===== src/rtl/i2c_slave_regfile_if.sv =====
// Bus-side and host-side signal bundle for the I2C target register file.
// The slave modport is what the block itself sees; master is the
// environment (pins plus local host port).
interface i2c_slave_regfile_if #(
  parameter int PW = 4
);
  logic          scl_i;
  logic          sda_i;
  logic          sda_oe;
  logic          reg_wr;
  logic [PW-1:0] reg_waddr;
  logic [7:0]    reg_wdata;
  logic [PW-1:0] host_raddr;
  logic [7:0]    host_rdata;
  logic          busy;

  modport slave (
    input  scl_i, sda_i, host_raddr,
    output sda_oe, reg_wr, reg_waddr, reg_wdata, host_rdata, busy
  );

  modport master (
    output scl_i, sda_i, host_raddr,
    input  sda_oe, reg_wr, reg_waddr, reg_wdata, host_rdata, busy
  );
endinterface


===== src/rtl/i2c_slave_regfile.sv =====
// I2C target with an 8-bit register file. First written byte after the
// address sets the register pointer, later bytes are stored; reads return
// regs[ptr]. The pointer auto-increments, wraps and survives transactions.
//
// state    | meaning
// IDLE     | bus free, waiting for START
// ADDR     | shifting in address byte
// ADDR_ACK | driving ACK for the address (assert on 1st fall, release on 2nd)
// RX_BYTE  | shifting in a write data byte
// RX_ACK   | driving ACK for a received data byte
// TX_BYTE  | driving a read byte, one bit per SCL fall
// TX_ACK   | sampling master ACK/NACK
// IGNORE   | not addressed or NACKed, wait for START/STOP
module i2c_slave_regfile #(
  parameter logic [6:0] SLAVE_ADDR = 7'h50,
  parameter int         NUM_REGS   = 16
) (
  input logic                clk,
  input logic                rst_n,
  i2c_slave_regfile_if.slave bus
);
  localparam int PW = $clog2(NUM_REGS);
  localparam logic [PW-1:0] PTR_ONE = PW'(1);

  typedef enum logic [2:0] {
    IDLE, ADDR, ADDR_ACK, RX_BYTE, RX_ACK, TX_BYTE, TX_ACK, IGNORE
  } state_t;

  state_t        state_q, state_d;
  logic [2:0]    scl_sync_q, sda_sync_q;
  logic [2:0]    bit_cnt_q, bit_cnt_d;
  logic [7:0]    shift_q, shift_d;
  logic [PW-1:0] ptr_q, ptr_d;
  logic          first_q, first_d;
  logic          rw_q, rw_d;
  logic          ack_seen_q, ack_seen_d;
  logic          sda_oe_q, sda_oe_d;
  logic          reg_wr_q, reg_wr_d;
  logic [PW-1:0] reg_waddr_q, reg_waddr_d;
  logic [7:0]    reg_wdata_q, reg_wdata_d;
  logic [7:0]    regs_q [NUM_REGS];

  logic       scl_s, sda_s, scl_rise, scl_fall, start_det, stop_det;
  logic [7:0] rx_byte;

  // bits [1] are the synchronized pin values, bits [2] the edge-detect copy
  assign scl_s     = scl_sync_q[1];
  assign sda_s     = sda_sync_q[1];
  assign scl_rise  = scl_sync_q[1] & ~scl_sync_q[2];
  assign scl_fall  = ~scl_sync_q[1] & scl_sync_q[2];
  assign start_det = scl_s & sda_sync_q[2] & ~sda_sync_q[1];
  assign stop_det  = scl_s & ~sda_sync_q[2] & sda_sync_q[1];
  assign rx_byte   = {shift_q[6:0], sda_s};

  assign bus.sda_oe     = sda_oe_q;
  assign bus.reg_wr     = reg_wr_q;
  assign bus.reg_waddr  = reg_waddr_q;
  assign bus.reg_wdata  = reg_wdata_q;
  assign bus.host_rdata = regs_q[bus.host_raddr];
  assign bus.busy       = (state_q == ADDR_ACK) || (state_q == RX_BYTE) ||
                          (state_q == RX_ACK)   || (state_q == TX_BYTE) ||
                          (state_q == TX_ACK);

  // pin synchronizers, reset to the idle-high bus level
  always_ff @(posedge clk or negedge rst_n) begin
    if (!rst_n) begin
      scl_sync_q <= 3'b111;
      sda_sync_q <= 3'b111;
    end else begin
      scl_sync_q <= {scl_sync_q[1:0], bus.scl_i};
      sda_sync_q <= {sda_sync_q[1:0], bus.sda_i};
    end
  end

  // FSM and datapath state register
  always_ff @(posedge clk or negedge rst_n) begin
    if (!rst_n) begin
      state_q     <= IDLE;
      bit_cnt_q   <= '0;
      shift_q     <= '0;
      ptr_q       <= '0;
      first_q     <= 1'b0;
      rw_q        <= 1'b0;
      ack_seen_q  <= 1'b0;
      sda_oe_q    <= 1'b0;
      reg_wr_q    <= 1'b0;
      reg_waddr_q <= '0;
      reg_wdata_q <= '0;
    end else begin
      state_q     <= state_d;
      bit_cnt_q   <= bit_cnt_d;
      shift_q     <= shift_d;
      ptr_q       <= ptr_d;
      first_q     <= first_d;
      rw_q        <= rw_d;
      ack_seen_q  <= ack_seen_d;
      sda_oe_q    <= sda_oe_d;
      reg_wr_q    <= reg_wr_d;
      reg_waddr_q <= reg_waddr_d;
      reg_wdata_q <= reg_wdata_d;
    end
  end

  // register file; the write lands at the same edge that raises reg_wr
  always_ff @(posedge clk or negedge rst_n) begin
    if (!rst_n) begin
      for (int i = 0; i < NUM_REGS; i++) regs_q[i] <= '0;
    end else if (reg_wr_d) begin
      regs_q[reg_waddr_d] <= reg_wdata_d;
    end
  end

  // next-state logic; STOP/START override any bit-level activity
  always_comb begin
    state_d     = state_q;
    bit_cnt_d   = bit_cnt_q;
    shift_d     = shift_q;
    ptr_d       = ptr_q;
    first_d     = first_q;
    rw_d        = rw_q;
    ack_seen_d  = ack_seen_q;
    sda_oe_d    = sda_oe_q;
    reg_wr_d    = 1'b0;
    reg_waddr_d = reg_waddr_q;
    reg_wdata_d = reg_wdata_q;

    if (stop_det) begin
      state_d  = IDLE;
      sda_oe_d = 1'b0;
    end else if (start_det) begin
      state_d    = ADDR;
      bit_cnt_d  = 3'd7;
      first_d    = 1'b1;
      ack_seen_d = 1'b0;
      sda_oe_d   = 1'b0;
    end else begin
      case (state_q)
        IDLE: ;
        ADDR: begin
          if (scl_rise) begin
            shift_d = rx_byte;
            if (bit_cnt_q == 3'd0) begin
              if (shift_q[6:0] == SLAVE_ADDR) begin
                state_d = ADDR_ACK;
                rw_d    = sda_s;
              end else begin
                state_d = IGNORE;
              end
            end else begin
              bit_cnt_d = bit_cnt_q - 3'd1;
            end
          end
        end
        // sda_oe doubles as the ACK phase flag: low = not yet asserted
        ADDR_ACK, RX_ACK: begin
          if (scl_fall) begin
            if (!sda_oe_q) begin
              sda_oe_d = 1'b1;
            end else if (state_q == ADDR_ACK && rw_q) begin
              state_d   = TX_BYTE;
              shift_d   = regs_q[ptr_q];
              ptr_d     = ptr_q + PTR_ONE;
              sda_oe_d  = ~regs_q[ptr_q][7];
              bit_cnt_d = 3'd7;
            end else begin
              state_d   = RX_BYTE;
              sda_oe_d  = 1'b0;
              bit_cnt_d = 3'd7;
            end
          end
        end
        RX_BYTE: begin
          if (scl_rise) begin
            shift_d = rx_byte;
            if (bit_cnt_q == 3'd0) begin
              state_d = RX_ACK;
              if (first_q) begin
                ptr_d   = rx_byte[PW-1:0];
                first_d = 1'b0;
              end else begin
                reg_wr_d    = 1'b1;
                reg_waddr_d = ptr_q;
                reg_wdata_d = rx_byte;
                ptr_d       = ptr_q + PTR_ONE;
              end
            end else begin
              bit_cnt_d = bit_cnt_q - 3'd1;
            end
          end
        end
        // bit_cnt holds the index currently on the bus
        TX_BYTE: begin
          if (scl_fall) begin
            if (bit_cnt_q == 3'd0) begin
              state_d    = TX_ACK;
              sda_oe_d   = 1'b0;
              ack_seen_d = 1'b0;
            end else begin
              bit_cnt_d = bit_cnt_q - 3'd1;
              sda_oe_d  = ~shift_q[bit_cnt_q - 3'd1];
            end
          end
        end
        TX_ACK: begin
          if (scl_rise) begin
            if (!sda_s) begin
              ack_seen_d = 1'b1;
              shift_d    = regs_q[ptr_q];
              ptr_d      = ptr_q + PTR_ONE;
            end else begin
              state_d = IGNORE;
            end
          end else if (scl_fall && ack_seen_q) begin
            state_d    = TX_BYTE;
            bit_cnt_d  = 3'd7;
            sda_oe_d   = ~shift_q[7];
            ack_seen_d = 1'b0;
          end
        end
        IGNORE: sda_oe_d = 1'b0;
        default: state_d = IDLE;
      endcase
    end
  end
endmodule

===== src/flat_wrapper.sv =====
// flat-port wrapper written by rule: the top's interface ports become plain ports
module i2c_slave_regfile_flat 
#(
  parameter logic [6:0] SLAVE_ADDR = 7'h50,
  parameter int         NUM_REGS   = 16
)
  (clk, rst_n, bus_scl_i, bus_sda_i, bus_host_raddr, bus_sda_oe, bus_reg_wr, bus_reg_waddr, bus_reg_wdata, bus_host_rdata, bus_busy);
  i2c_slave_regfile_if bus_i ();
  input logic clk;
  input logic rst_n;
  input wire logic [$bits(bus_i.scl_i)-1:0] bus_scl_i;
  input wire logic [$bits(bus_i.sda_i)-1:0] bus_sda_i;
  input wire logic [$bits(bus_i.host_raddr)-1:0] bus_host_raddr;
  output wire logic [$bits(bus_i.sda_oe)-1:0] bus_sda_oe;
  output wire logic [$bits(bus_i.reg_wr)-1:0] bus_reg_wr;
  output wire logic [$bits(bus_i.reg_waddr)-1:0] bus_reg_waddr;
  output wire logic [$bits(bus_i.reg_wdata)-1:0] bus_reg_wdata;
  output wire logic [$bits(bus_i.host_rdata)-1:0] bus_host_rdata;
  output wire logic [$bits(bus_i.busy)-1:0] bus_busy;
  assign bus_i.scl_i = bus_scl_i;
  assign bus_i.sda_i = bus_sda_i;
  assign bus_i.host_raddr = bus_host_raddr;
  assign bus_sda_oe = bus_i.sda_oe;
  assign bus_reg_wr = bus_i.reg_wr;
  assign bus_reg_waddr = bus_i.reg_waddr;
  assign bus_reg_wdata = bus_i.reg_wdata;
  assign bus_host_rdata = bus_i.host_rdata;
  assign bus_busy = bus_i.busy;
  i2c_slave_regfile #(.SLAVE_ADDR(SLAVE_ADDR), .NUM_REGS(NUM_REGS)) u_core (.clk(clk), .rst_n(rst_n), .bus(bus_i));
endmodule

===== config.mk =====
export PLATFORM = sky130hd
export DESIGN_NAME = i2c_slave_regfile_flat
export DESIGN_NICKNAME = d
export VERILOG_FILES = /design/src/rtl/i2c_slave_regfile_if.sv /design/src/rtl/i2c_slave_regfile.sv /design/src/flat_wrapper.sv
export SDC_FILE = /design/constraint.sdc
export NUM_CORES = 1
export LEC_CHECK = 0
export CORE_UTILIZATION = 35
export DETAILED_ROUTE_END_ITERATION = 7
export PLACE_DENSITY = 0.53
export SLEW_MARGIN = 20
export SYNTH_ARGS = -nofsm -noshare
export SYNTH_HDL_FRONTEND = slang
export SYNTH_SLANG_ARGS = --single-unit

===== constraint.sdc =====
create_clock -name clk -period 5.5 [get_ports clk]
set_clock_uncertainty 0.1 [all_clocks]
set_input_delay 0.55 -clock clk [delete_from_list [all_inputs] [get_ports clk]]
set_output_delay 0.55 -clock clk [all_outputs]
set_load 0.01 [all_outputs]

==> results of run 1 <==
-- per-stage QoR --
stage / std cells / hold WS, ns / cell area [um2] / total power (W)
CTS: 1145 / 0.1091 / 10040 / 0.003844
detailed placement: 1113 / 0.2472 / 9341 / 0.002406
global placement: 1113 / 0.2456 / 9341 / 0.002399
finish: 1145 / 0.04980 / 10040 / 0.003809
global route: 1145 / 0.1398 / 10040 / 0.004002
floorplan: 806 / 0.1544 / 8810 / 0.002134
-- logic make-up (layout without fill, tap and decap cells) --
logic type	after synthesis	after routing	synth area share, %
AO/OA/AOI/OAI	206	206	13.18
XOR/XNOR	1	1	0.1847
adder cells (fa/ha/maj)	4	4	0.5681
buffers and inverters	78	93	3.806
flip-flops	169	169	48.09
multiplexers	102	102	21.93
AND/OR/NAND/NOR	246	246	12.24
-- flip-flops by register name, indices dropped and copies added, names as in the netlist --
name,count
u_core.scl_sync_q,3
u_core.bus.sda_oe,1
u_core.bit_cnt_q,3
u_core.sda_sync_q,3
u_core.ptr_q,4
u_core.bus.reg_wr,1
u_core.state_q,3
u_core.ack_seen_q,1
u_core.bus.reg_wdata,8
u_core.first_q,1
u_core.bus.reg_waddr,4
u_core.rw_q,1
u_core.regs_q,128
u_core.shift_q,8
-- placed cells by master (no fill, tap or decap), types with 6 or more instances in the layout --
master	netlist	layout
nand2_1	173	173
dfrtp_1	163	161
o21ai_1	112	112
mux4_2	72	72
o21ai_0	35	35
clkdlybuf4s50_1	0	27
mux2i_1	22	22
clkbuf_16	0	17
inv_1	16	16
nor2_1	15	15
a21oi_1	15	15
buf_4	2	15
nand3_1	14	14
nor2b_1	10	10
a31oi_1	9	9
mux2_2	8	8
a211oi_1	8	8
nand2b_1	7	7
nor3_1	7	7
bufinv_16	0	7
dfstp_2	6	6
-- path summary, 6_finish.rpt --
path	startpoint	endpoint	slack [ns]	cells after the start
worst max-delay path	bus_host_raddr[2]	bus_host_rdata[6]	2.16	3
worst min-delay path	rst_n	u_core.regs_q[107]$_DFFE_PN0P_	0.05	1
worst max register to register	u_core.bit_cnt_q[0]$_DFFE_PN0P_	u_core.regs_q[65]$_DFFE_PN0P_	2.38	7
worst min register to register	u_core.sda_sync_q[0]$_DFF_PN1_	u_core.sda_sync_q[1]$_DFF_PN1_	0.25	0
max in group asynchronous	rst_n	u_core.regs_q[87]$_DFFE_PN0P_	3.99	2
min in group clk	u_core.sda_sync_q[0]$_DFF_PN1_	u_core.sda_sync_q[1]$_DFF_PN1_	0.25	0
-- cell type report --
cell class / instances / area (um2) / area share [%]
sequential: 169 / 4239 / 42.22
multi-input combinational: 559 / 4238 / 42.21
clock buffer: 18 / 429.2 / 4.275
tap: 324 / 405.4 / 4.038
timing repair buffer: 44 / 399.1 / 3.976
clock inverter: 14 / 265.3 / 2.642
inverter: 17 / 63.81 / 0.6356
-- where the power goes --
group / internal, W / total, W / leakage, nW / switching [W]
clock: 0.000903 / 0.00143 / 0.332 / 0.000525
sequential: 0.00131 / 0.00152 / 2.30 / 0.000210
combinational: 0.000369 / 0.000864 / 1.43 / 0.000495
total: 0.00258 / 0.00381 / 4.06 / 0.00123
-- worst max-delay path, stage by stage --
cell and delay (ns):
clkdlybuf4s50_1 1.00, mux4_2 0.61, clkdlybuf4s50_1 0.52
-- layer usage --
layer	track usage, %	vias up
met4	7.316	0
met5	0	-
met3	3.073	30
met2	31.03	154
li1	-	2966
met1	28.19	3224
==> summary.md, run 1 <==
| Metric | Value |
|---|---|
| Status | completed |
| 1st-pass router iterations | 4 |
| Slew Viols, Final | 0 |
| Avg Inst Size Synth | 10.93 um2 |
| Mapped Area | 0.008810 mm2 |
| Die Height | 160.7 um |
| CTS sink count | 169 |
| Metal-1 WL | 11,310 um |
| Final core occ | 40.92% |
| Fill cells | 2,344 |
| Crit path required time | 4.85 ns |
| Std-Cell Rows | 57 |
| TritonCTS clock tree | built |
| Number of synthesized register bits | 169 |
| Reg clk slew, reported paths | 0.07 ns |
| Layout area overhead | 13.96% |
| Synthesized net count | 818 |
| Place WS | 1.777 ns |
| Fin crit period | 3.339 ns |
| Post-synthesis async set-or-reset flop share | 100.0% |
| Top cells by area, synth | dfrtp_1 46%, mux4_2 18%, nand2_1 7.4%, o21ai_1 6.4%, mux2i_1 2.5% |
| Synth Flop Type | dfrtp_1 |
| Top layer in use | met4 |
| CP startpoint kind | input port |
| Share of layout cells above drive strength 1 | 17.78% |
| RSZ-0062 raised after global routing | no |
| Initial antenna violation count | 0 |
| Setup Fix Bufs, Post-CTS | 0 |
| WL final | 23,960 um |
| Power Density | 379.3 mW/mm2 |
| Post-synth EDFFs | 0 |
| First-pass GRT wire length | 38,500 um |
| Final worst-path cycle share | 60.70% |
| CTS H-tree depth | 4 |
| Clock Tree Buf Depth | 2 |
| Post-route setup TNS | 0 ns |
| Syn. warnings | 0 |
| Die width | 160.7 um |
| Root buffer cell | clkbuf_16 |
| Final worst setup slack | 2.162 ns |
| I/O Buffers | 30 |
| Cts hold-fix bufs | 0 |
| Met2 wire length | 11,190 um |
| Largest net degree at the start of global routing | 88 |
| Total grt overflow | 0 |
| Nets | 820 |
| Die area | 0.02581 mm2 |
| Core footprint | 0.02453 mm2 |
| Residual DRC | 0 |
| Global Route Usage Sum | 19.92% |
| WS Path Type | in -> out |
| Worst slew margin | 24.70% |
| Slew @ Worst Pin | 1.129 ns |
| Count leader, synth | nand2_1 |
| Data arrival, critical path | 2.69 ns |
| Ports | 31 |
| Vias | 6,374 |
| Register area share after synthesis | 48.09% |
| Met3 wire length | 907 um |
| Synth top cells by count | 173 x nand2_1, 163 x dfrtp_1, 112 x o21ai_1 |
| HPWL Detailed | 15,380 um |
| Hold Crit Class | in -> async |
| Final-report setup violation count | 0 |
| CP Capture Type | output pin |
| Final antenna-violating net count | 0 |
| Area leader, netlist | dfrtp_1 |
| Max_cap viols | 0 |
| Final GP Congestion | 0.7666 |
| Lkg Pwr | 4.063 nW |
| Vias in the first global route | 6,427 |
| Highest clock rate | 299.5 MHz |
| Post-synth cell types | 56 |
| Post-synthesis instance total | 806 |
| Critical path peak fanout | 8 |
| Starting Density | 35.91% |
| Routed wire per std cell | 20.93 um |
| Fin. Hold Viols | 0 |
| CTS resizes | 0 |
| DRT iter0 DRCs | 459 |
| N_diodes | 0 |
| TritonCTS Buffers | 17 |
| Peak supply drop | 0.2234 mV |
| Clock latency on the worst-skew pair | 0.43 ns |
| Vias per cell | 5.567 |
| Top cell type's share of synthesized area | 46.30% |
(Power assumes the default switching activity.)
==> run 2, diff against run 1 <==
--- a/config.mk
+++ b/config.mk
@@ -7,7 +7,7 @@
 export LEC_CHECK = 0
 export CORE_UTILIZATION = 35
 export DETAILED_ROUTE_END_ITERATION = 7
-export PLACE_DENSITY = 0.53
+export PLACE_DENSITY = 0.54
 export SLEW_MARGIN = 20
 export SYNTH_ARGS = -nofsm -noshare
 export SYNTH_HDL_FRONTEND = slang
==> constraint.sdc (replaced) <==
create_clock -name clk -period 3 [get_ports clk]
set_clock_uncertainty 0.1 [all_clocks]
set_input_delay 0.3 -clock clk [delete_from_list [all_inputs] [get_ports clk]]
set_output_delay 0.3 -clock clk [all_outputs]
set_load 0.01 [all_outputs]
==> run 2 against run 1 <==
Effect of this change:
- register-to-register slack got worse by 2.1 ns
- total power increased by 77%
- non-clock buffer count increased by 42
- design area increased by 2.7%
- highest routed layer unchanged
- cell count increased by 3.7%
==> summary.md, run 2 (synthesis gave the netlist of run 1 again) <==
| Metric | Value |
|---|---|
| DRT iter0 DRCs | 345 (-25%) |
| Initial antenna violation count | 0 (unchanged) |
| TritonCTS Buffers | 17 (unchanged) |
| Peak supply drop | 0.3390 mV (+52%) |
| Most frequent cells in the layout | 173 x nand2_1, 162 x dfrtp_1, 112 x o21ai_1 |
| Die Height | 160.7 um (unchanged) |
| Residual DRC | 0 (unchanged) |
| WL final | 24,070 um (+0.45%) |
| Total grt overflow | 0 (unchanged) |
| Final antenna-violating net count | 0 (unchanged) |
| Status | completed |
| TritonCTS clock tree | built |
| Data arrival, critical path | 2.38 ns (-0.31 ns) |
| Ports | 31 (unchanged) |
| Starting Density | 35.91% (unchanged) |
| HPWL Detailed | 16,790 um (+9.2%) |
| Routed wire per std cell | 20.28 um (-3.1%) |
| Largest net degree at the start of global routing | 63 (-28%) |
| Non-Filler Instances | 1,187 (+3.7%) |
| Fill cells | 2,377 (+1.4%) |
| Crit path required time | 2.60 ns (-2.25 ns) |
| 1st-pass router iterations | 5 (+1) |
| Slew Viols, Final | 0 (unchanged) |
| Core footprint | 0.02453 mm2 (unchanged) |
| Lkg Pwr | 4.235 nW (+4.2%) |
| Power Density | 652.8 mW/mm2 (+72%) |
| Clock Tree Buf Depth | 2 (unchanged) |
| Number of flip-flops under the largest register name | 128 (unchanged) |
| Fin crit period | 2.783 ns |
| Reg area | 0.004238 mm2 (about the same) |
| Post-route setup TNS | 0 ns (unchanged) |
| CTS H-tree depth | 4 (unchanged) |
| Biggest register | u_core.regs_q |
| Clock latency on the worst-skew pair | 0.44 ns (about the same) |
| RSZ-0062 raised after global routing | no |
| Max_cap viols | 0 (unchanged) |
| Most common cell after layout, fill and taps aside | nand2_1 |
| Design Power | 0.006731 W (+77%) |
| Share of layout cells above drive strength 1 | 21.55% (+3.8 points) |
| Multi-input gate area | 0.004238 mm2 (unchanged) |
| Critical path peak fanout | 32 (+24) |
| N_diodes | 0 (unchanged) |
| Hold Crit Class | in -> reg |
| Inst Count DP | 1,154 (+3.7%) |
| WS Path Type | in -> out |
| Vias | 6,419 (+0.71%) |
| I/O Buffers | 30 (unchanged) |
| First-pass GRT wire length | 38,810 um (+0.82%) |
| Reg clk slew, reported paths | 0.06 ns (about the same) |
| Global Route Usage Sum | 20.07% (+0.15 points) |
| Std-Cell Rows | 57 (unchanged) |
| CTS sink count | 169 (unchanged) |
| CP Capture Type | output pin |
| Vias in the first global route | 6,413 (-0.22%) |
| Die area | 0.02581 mm2 (unchanged) |
| Vias per cell | 5.408 (-2.9%) |
| Fin. Hold Viols | 0 (unchanged) |
| Die width | 160.7 um (unchanged) |
| Nets | 862 (+5.1%) |
| Worst slew margin | 59.64% (+35 points) |
| Final-report setup violation count | 0 (unchanged) |
| Slew @ Worst Pin | 0.6054 ns (-0.5240 ns) |
| Root buffer cell | clkbuf_16 |
| Final GP Congestion | 0.8364 (+9.1%) |
| Highest clock rate | 359.3 MHz |
| Final worst-path cycle share | 92.77% |
| Layout area overhead | 17.04% |
| CP startpoint kind | input port |
[run 2: cell count changes in the layout (fill, tap and decap cells not counted), sizes merged]
cell,change
buf,+40
bufinv,-5
inv,+5
clkdlybuf4s50,+1
clkinv,+1
clkinvlp,-1
dlygate4sd3,+1
[run 2: through the flow]
step / util [%] / cell area [um2] / hold slack (ns) / worst slack [ns]
6_report: 42.03 / 10310 / 0.1716 / 0.2170
4_1_cts: 42.03 / 10310 / 0.1553 / 0.2113
5_1_grt: 42.03 / 10310 / 0.1791 / 0.1238
3_5_place_dp: 39.56 / 9704 / 0.2279 / 0.2133
2_1_floorplan: - / 8810 / -0.09559 / 0.5390
3_3_place_gp: 39.56 / 9704 / 0.2304 / 0.2269
[run 2: power breakdown]
group / internal (W) / switching, W
Clock: 0.00127 / 0.000993
Combinational: 0.000757 / 0.00106
Sequential: 0.00240 / 0.000254
[run 2: what timing repair did]
item | CTS | global route
gates resized for setup | 0 | 0
hold endpoints to repair | 58 | 0
hold buffers | 1 | 0
setup buffers | 0 | 0
[run 2: worst paths after layout]
kind,to,start,slack (ns),cells after the start
worst max-delay path,bus_host_rdata[4],bus_host_raddr[1],0.22,5
worst min-delay path,u_core.sda_sync_q[0]$_DFF_PN1_,bus_sda_i,0.17,1
worst max register to register,u_core.state_q[0]$_DFFE_PN0P_,u_core.bit_cnt_q[0]$_DFFE_PN0P_,0.29,9
worst min register to register,u_core.scl_sync_q[1]$_DFF_PN1_,u_core.scl_sync_q[0]$_DFF_PN1_,0.26,0
max in group asynchronous,u_core.scl_sync_q[2]$_DFF_PN1_,rst_n,1.70,3
min in group asynchronous,u_core.regs_q[98]$_DFFE_PN0P_,rst_n,0.32,2
[run 2: worst max-delay path, cell delays in order]
cell and delay (ns):
clkdlybuf4s50_1 0.50, buf_12 0.23, mux4_2 0.33, mux4_2 0.51, clkdlybuf4s50_1 0.50
[run 2: final cells by class]
class	instances	share of cell area, %
clock buffers	18	4.259
clock inverters	14	1.529
inverters	17	0.6189
multi-input cells	559	41.10
flip-flops and latches	169	41.10
well taps	324	3.932
repair buffers	86	7.463
[run 2: routing by layer]
layer | part of all wire (%) | GRT usage, % | routed length [um]
met1 | 49 | 29.62 | 11700
met2 | 45 | 30.05 | 10790
met3 | 4.5 | 2.789 | 1078
met4 | 2.0 | 7.446 | 493
met5 | 0 | 0 | 0
